### config.mk
export PLATFORM = sky130hd
export DESIGN_NAME = dp_issue_controller
export DESIGN_NICKNAME = d
export VERILOG_FILES = /design/src/rtl/dp_issue_controller.sv
export SDC_FILE = /design/constraint.sdc
export NUM_CORES = 1
export LEC_CHECK = 0
export BUFFER_PORTS_ARGS = -buffer_cell sky130_fd_sc_hd__buf_2
export CAP_MARGIN = 10
export CORE_MARGIN = 3
export CORE_UTILIZATION = 49
export DETAILED_ROUTE_END_ITERATION = 8
export PLACE_DENSITY_LB_ADDON = 0.15
export SLEW_MARGIN = 5
export SYNTH_ARGS = -nofsm -noshare
export SYNTH_HDL_FRONTEND = slang
export SYNTH_SLANG_ARGS = --single-unit
### constraint.sdc
create_clock -name clk -period 2.1 [get_ports clk]
set_clock_uncertainty 0.05 [all_clocks]
set_input_delay 0.42 -clock clk [delete_from_list [all_inputs] [get_ports clk]]
set_output_delay 0.42 -clock clk [all_outputs]
set_load 0.1 [all_outputs]
### src/rtl/dp_issue_controller.sv
// ---------------------------------------------------------------------------
// dp_issue_controller
//
// Issue-side control FSM for the instruction-fetch interface. It asks fetch
// for the next instruction, decodes ARM-style data-processing encodings into
// register-file / ALU / shifter controls, and owns the architectural NZCV
// flags that fetch uses for condition evaluation.
//
// Parameters:
//   NZCV_RST       reset value of the flags register
//   ILLEGAL_PULSE  1: pulse illegal for one cycle on an unsupported encoding
//                  0: unsupported encodings are dropped silently
//
// Build option:
//   DP_ISSUE_STEP_EN  when defined, adds the step input and a HOLD state
//                     between WB and the next FETCH (single-step support).
//
// Ports:
//   clk         system clock, rising edge
//   rst         synchronous reset, active low
//   step        (DP_ISSUE_STEP_EN only) release from HOLD
//   W_IR_valid  fetch: condition passed, IR being loaded this FETCH cycle
//   IR          latched instruction from fetch
//   alu_nzcv    ALU/shifter result flags {N,Z,C,V}, valid during WB
//   write_ir    IR load request to fetch (FETCH only)
//   write_pc    PC+4 request to fetch (FETCH only)
//   NZCV        architectural flags to fetch
//   rn_addr     first-operand register
//   rm_addr     second-operand register (used when imm_sel=0)
//   rd_addr     destination register
//   alu_op      data-processing opcode
//   imm_sel     1: operand2 is imm32
//   imm32       rotated immediate
//   shift_type  shifter type
//   shift_imm   shifter amount
//   write_reg   register-file write enable (WB only)
//   illegal     unsupported-encoding pulse (DECODE only)
//
// state  | meaning
// -------+--------------------------------------------------------------
// FETCH  | request IR load and PC+4; leave when fetch reports a valid IR
// DECODE | check encoding, register decode fields, or flag illegal
// EXEC   | decode outputs stable, ALU settles
// WB     | register write and flag update
// HOLD   | (DP_ISSUE_STEP_EN) all enables off until step=1
// ---------------------------------------------------------------------------
module dp_issue_controller #(
    parameter logic [3:0] NZCV_RST      = 4'h0,
    parameter bit         ILLEGAL_PULSE = 1'b1
) (
    input  logic        clk,
    input  logic        rst,
`ifdef DP_ISSUE_STEP_EN
    input  logic        step,
`endif
    input  logic        W_IR_valid,
    input  logic [31:0] IR,
    input  logic [3:0]  alu_nzcv,
    output logic        write_ir,
    output logic        write_pc,
    output logic [3:0]  NZCV,
    output logic [3:0]  rn_addr,
    output logic [3:0]  rm_addr,
    output logic [3:0]  rd_addr,
    output logic [3:0]  alu_op,
    output logic        imm_sel,
    output logic [31:0] imm32,
    output logic [1:0]  shift_type,
    output logic [4:0]  shift_imm,
    output logic        write_reg,
    output logic        illegal
);

`ifdef DP_ISSUE_STEP_EN
    typedef enum logic [2:0] {
        S_FETCH  = 3'd0,
        S_DECODE = 3'd1,
        S_EXEC   = 3'd2,
        S_WB     = 3'd3,
        S_HOLD   = 3'd4
    } state_t;
`else
    typedef enum logic [2:0] {
        S_FETCH  = 3'd0,
        S_DECODE = 3'd1,
        S_EXEC   = 3'd2,
        S_WB     = 3'd3
    } state_t;
`endif

    state_t state, state_nxt;

    logic        s_bit;        // IR[20] captured at decode
    logic        ir_supported;
    logic        dec_load;
    logic        op_is_test;   // TST/TEQ/CMP/CMN: flags only, no register write
    logic        op_is_arith;  // ops whose V flag comes from the ALU
    logic        flag_wr;
    logic [31:0] imm8_zx;
    logic [63:0] imm_dbl;
    logic [4:0]  imm_rot;
    logic [31:0] imm_rotated;
    logic        unused_cond;

    // Condition field is evaluated by fetch, not here.
    assign unused_cond = ^IR[31:28];

    // Data-processing only; register-operand forms with IR[4]=1 are
    // register-specified shifts / multiplies and are not handled.
    assign ir_supported = (IR[27:26] == 2'b00) && (IR[25] || !IR[4]);

    // Rotate right by 2*rot: doubling the word lets a plain part-select
    // pick out the rotated value.
    assign imm8_zx     = {24'h0, IR[7:0]};
    assign imm_dbl     = {imm8_zx, imm8_zx};
    assign imm_rot     = {IR[11:8], 1'b0};
    assign imm_rotated = imm_dbl[imm_rot +: 32];

    assign op_is_test = (alu_op[3:2] == 2'b10);

    always_comb begin
        op_is_arith = 1'b0;
        case (alu_op)
            4'd2, 4'd3, 4'd4, 4'd5, 4'd6, 4'd7, 4'd10, 4'd11: op_is_arith = 1'b1;
            default:                                          op_is_arith = 1'b0;
        endcase
    end

    assign flag_wr = s_bit | op_is_test;

    // -----------------------------------------------------------------------
    // State register
    // -----------------------------------------------------------------------
    always_ff @(posedge clk) begin
        if (!rst) begin
            state <= S_FETCH;
        end else begin
            state <= state_nxt;
        end
    end

    // -----------------------------------------------------------------------
    // Next state and Moore/decode-cycle outputs
    // -----------------------------------------------------------------------
    always_comb begin
        state_nxt = state;
        write_ir  = 1'b0;
        write_pc  = 1'b0;
        write_reg = 1'b0;
        illegal   = 1'b0;
        dec_load  = 1'b0;
        case (state)
            S_FETCH: begin
                write_ir = 1'b1;
                write_pc = 1'b1;
                if (W_IR_valid) begin
                    state_nxt = S_DECODE;
                end
            end
            S_DECODE: begin
                if (ir_supported) begin
                    dec_load  = 1'b1;
                    state_nxt = S_EXEC;
                end else begin
                    illegal   = ILLEGAL_PULSE;
                    state_nxt = S_FETCH;
                end
            end
            S_EXEC: begin
                state_nxt = S_WB;
            end
            S_WB: begin
                write_reg = !op_is_test;
`ifdef DP_ISSUE_STEP_EN
                state_nxt = S_HOLD;
`else
                state_nxt = S_FETCH;
`endif
            end
`ifdef DP_ISSUE_STEP_EN
            S_HOLD: begin
                if (step) begin
                    state_nxt = S_FETCH;
                end
            end
`endif
            default: begin
                state_nxt = S_FETCH;
            end
        endcase
    end

    // -----------------------------------------------------------------------
    // Decode field registers: loaded only on a supported DECODE, so IR may
    // change freely in every other state.
    // -----------------------------------------------------------------------
    always_ff @(posedge clk) begin
        if (!rst) begin
            rn_addr    <= 4'h0;
            rm_addr    <= 4'h0;
            rd_addr    <= 4'h0;
            alu_op     <= 4'h0;
            imm_sel    <= 1'b0;
            imm32      <= 32'h0;
            shift_type <= 2'b00;
            shift_imm  <= 5'd0;
            s_bit      <= 1'b0;
        end else if (dec_load) begin
            rn_addr    <= IR[19:16];
            rm_addr    <= IR[3:0];
            rd_addr    <= IR[15:12];
            alu_op     <= IR[24:21];
            imm_sel    <= IR[25];
            imm32      <= imm_rotated;
            shift_type <= IR[6:5];
            shift_imm  <= IR[11:7];
            s_bit      <= IR[20];
        end
    end

    // -----------------------------------------------------------------------
    // Architectural flags. Logical ops keep the previous V.
    // -----------------------------------------------------------------------
    always_ff @(posedge clk) begin
        if (!rst) begin
            NZCV <= NZCV_RST;
        end else if ((state == S_WB) && flag_wr) begin
            NZCV[3:1] <= alu_nzcv[3:1];
            if (op_is_arith) begin
                NZCV[0] <= alu_nzcv[0];
            end
        end
    end

endmodule

==> results_dict.tcl <==
set metrics [dict create \
    io_buffers 98 \
    dp_cells 492 \
    syn_avg_cell_area_um2 8.14 \
    dr.pass1.iters 5 \
    synth_edf_count 0 \
    drive_gt1_share_pct 31.1 \
    wl_um 7240 \
    cellLeakagePower_uw 0.00153 \
    syn-cell-area_um2 2770 \
    clkTransAtPathRegs_ns 0.07 \
    cp-start-kind "flop" \
    seq_area_um2 1280 \
    yosysWarnings 0 \
    max_freq_ghz 0.517 \
    use_met1_pct 30.4 \
    nFillCells 460 \
    syn_inst 340 \
    clockBufferDepth 2 \
    overflow 0 \
    wl_per_cell_um 14.3 \
    core_um2 5270 \
    synth-seq-cells 64 \
    synth_nets 379 \
    finalSetupViolCount 0 \
    path_cells "nand2b_4, or4_4, or4_1, a21oi_1" \
    dieArea_um2 6590 \
    clockRootBuffer "clkbuf_8" \
    rows 26 \
    reg2reg_slack_ns 0.17 \
    synth_seq_area_share_pct 46.3 \
    grt_antenna_before_repair 0 \
    multi_input_area_um2 1370 \
    yosysMostFrequentCell "nand2_1" \
    slowest_stage "or4_4" \
    synth_commonest_cells "nand2_1 (73), dfxtp_1 (64), a21oi_1 (38)" \
    gr-max-usage-layer "met2" \
    insertion_delay_ns 0.33 \
    rsz0062_at_grt "no" \
    worst_setup_path_end_kind "flop" \
    dp.final_hpwl_um 5240 \
    diodes 0 \
    vdd_ir_drop_max_mv 0.591 \
    post_cts.repair.setup_buffers 0 \
    ios 103 \
    status "completed" \
    first_global_vias 2608 \
    cp_max_fo 20 \
    cts_repair_resize_count 0 \
    cts_tree "yes" \
    criticalPathCategory "flop to flop" \
    die_w_um 81.2 \
    dr_total_vias 2775 \
    critPathBufInv 0 \
    max_cap_violations 0 \
    ant_nets 0 \
    p_per_area_nw_per_um2 747 \
    grt_usage_pct 23.4 \
    met2_usage_pct 37.1 \
    cts.hold.buffers_added 0 \
    synthArstFlopShare_pct 0 \
    globalplace.congestion 0.835 \
    finalWorstPathRequiredPeriod_ns 1.93 \
    finalNetCount 472 \
    ys_types 37 \
    fin_cells 508 \
    critical_path.max_stage_delay_ns 0.62 \
    met3_usage_pct 6.10 \
    yosys.area.top_type_share_pct 46.3 \
    grt_max_degree 49 \
    area_delta_synth_final_pct 28.5 \
    p_total_uw 2660 \
    drv_slew 0 \
    period_share_pct 92.1 \
    drc 0 \
    hold_viol 0 \
    slew_headroom_pct 66.7 \
    cp.arrival_ns 2.14 \
    start_util_pct 52.5 \
    cts_sinks 64 \
    htreeDepth 3 \
    synth_top_area_cell "dfxtp_1" \
    min_path_type "primary input to flop" \
    grt_pass1_wl_um 12100 \
    dr.first_iter.drc_count 142 \
    synth-main-ff-cell "dfxtp_1" \
    worst_slew_pin_slew_ns 0.504 \
    crit_required_ns 2.31 \
    path_delay_family "simple AND/OR/NAND/NOR gates" \
    cts_buffers 9 \
    die_height_um 81.2 \
    synth_area_leaders "dfxtp_1 (46%), nand2_1 (9.9%), a21oi_1 (6.9%)" \
    viasPerCell 5.46 \
]
## tightest hold or removal path, delay by kind of cell
family                 cells  cell delay [ns]
AOI/OAI and AO/OA          1             0.05
buffers and inverters      1             0.09
and+or+nand+nor            1             0.04
## sequential cells by signal, summed over array words and instances (netlist names)
register     cells
op_is_arith      1
rm_addr          4
imm32           32
s_bit            1
rn_addr          4
state            2
NZCV             4
alu_op           4
shift_imm        5
rd_addr          4
imm_sel          1
shift_type       2
## per-layer routing
metal	share of wire, %	vias up
li1	-	1375
met3	8.4	10
met2	47	95
met5	0	-
met1	43	1295
met4	1.4	0
## layout by cell type, fill, tap and decap left out, types with 3 or more instances in the layout
master / n
buf_2: 97
nand2_1: 73
dfxtp_1: 64
a21oi_1: 38
nand3_1: 19
nor2_1: 18
mux2i_1: 14
clkbuf_8: 14
buf_4: 11
nand4_1: 8
a31oi_1: 8
nor2b_1: 6
nor3_1: 6
a22o_1: 4
nand2b_1: 4
o21ai_0: 4
mux2_2: 4
or3_1: 4
a22oi_1: 4
o21ai_1: 4
nor2_2: 3
a211oi_1: 3
## area by class of cell
cell class,instances,share of cell area [%]
Inverter,3,0.317
Tap cell,70,2.46
Multi-Input combinational cell,245,38.4
Clock inverter,1,0.211
Timing Repair Buffer,110,17.1
Clock buffer,15,5.52
Sequential cell,64,36.0
## power breakdown
group          switching [uW]  total, uW  internal [uW]
Combinational             276        377            101
Clock                     450       1040            592
Sequential               10.3       1240           1230
## per-stage QoR
step	setup TNS [ns]	util, %	area, um2	hold slack (ns)	worst slack (ns)
2_1_floorplan	-0.386	-	2780	0.399	-0.386
4_1_cts	0	67.5	3560	0.263	0.163
6_report	0	67.5	3560	0.274	0.167
3_3_place_gp	0	63.6	3350	0.389	0.154
3_5_place_dp	0	63.6	3350	0.393	0.136
5_1_grt	0	67.5	3560	0.280	0.0242
## path summary, 6_finish.rpt
check / from / end / cells past startpoint
worst max register to register: state[0]$_SDFFE_PN0P_ / imm32[0]$_SDFFE_PN0N_ / 4
worst min register to register: imm32[17]$_SDFFE_PN0N_ / imm32[17]$_SDFFE_PN0N_ / 2
worst min-delay path: IR[18] / rn_addr[2]$_SDFFE_PN0N_ / 3
worst max-delay path: state[0]$_SDFFE_PN0P_ / imm32[0]$_SDFFE_PN0N_ / 4
## cell families (layout without fill, tap and decap cells)
kind of cell	Yosys count	after routing	synth area share, %
buffers and inverters	31	129	4.93
AO/OA/AOI/OAI	75	75	16.4
multiplexers	18	18	6.69
AND/OR/NAND/NOR	152	152	25.7
flip-flops	64	64	46.3
Note: power is estimated with default switching activity, not from simulation.
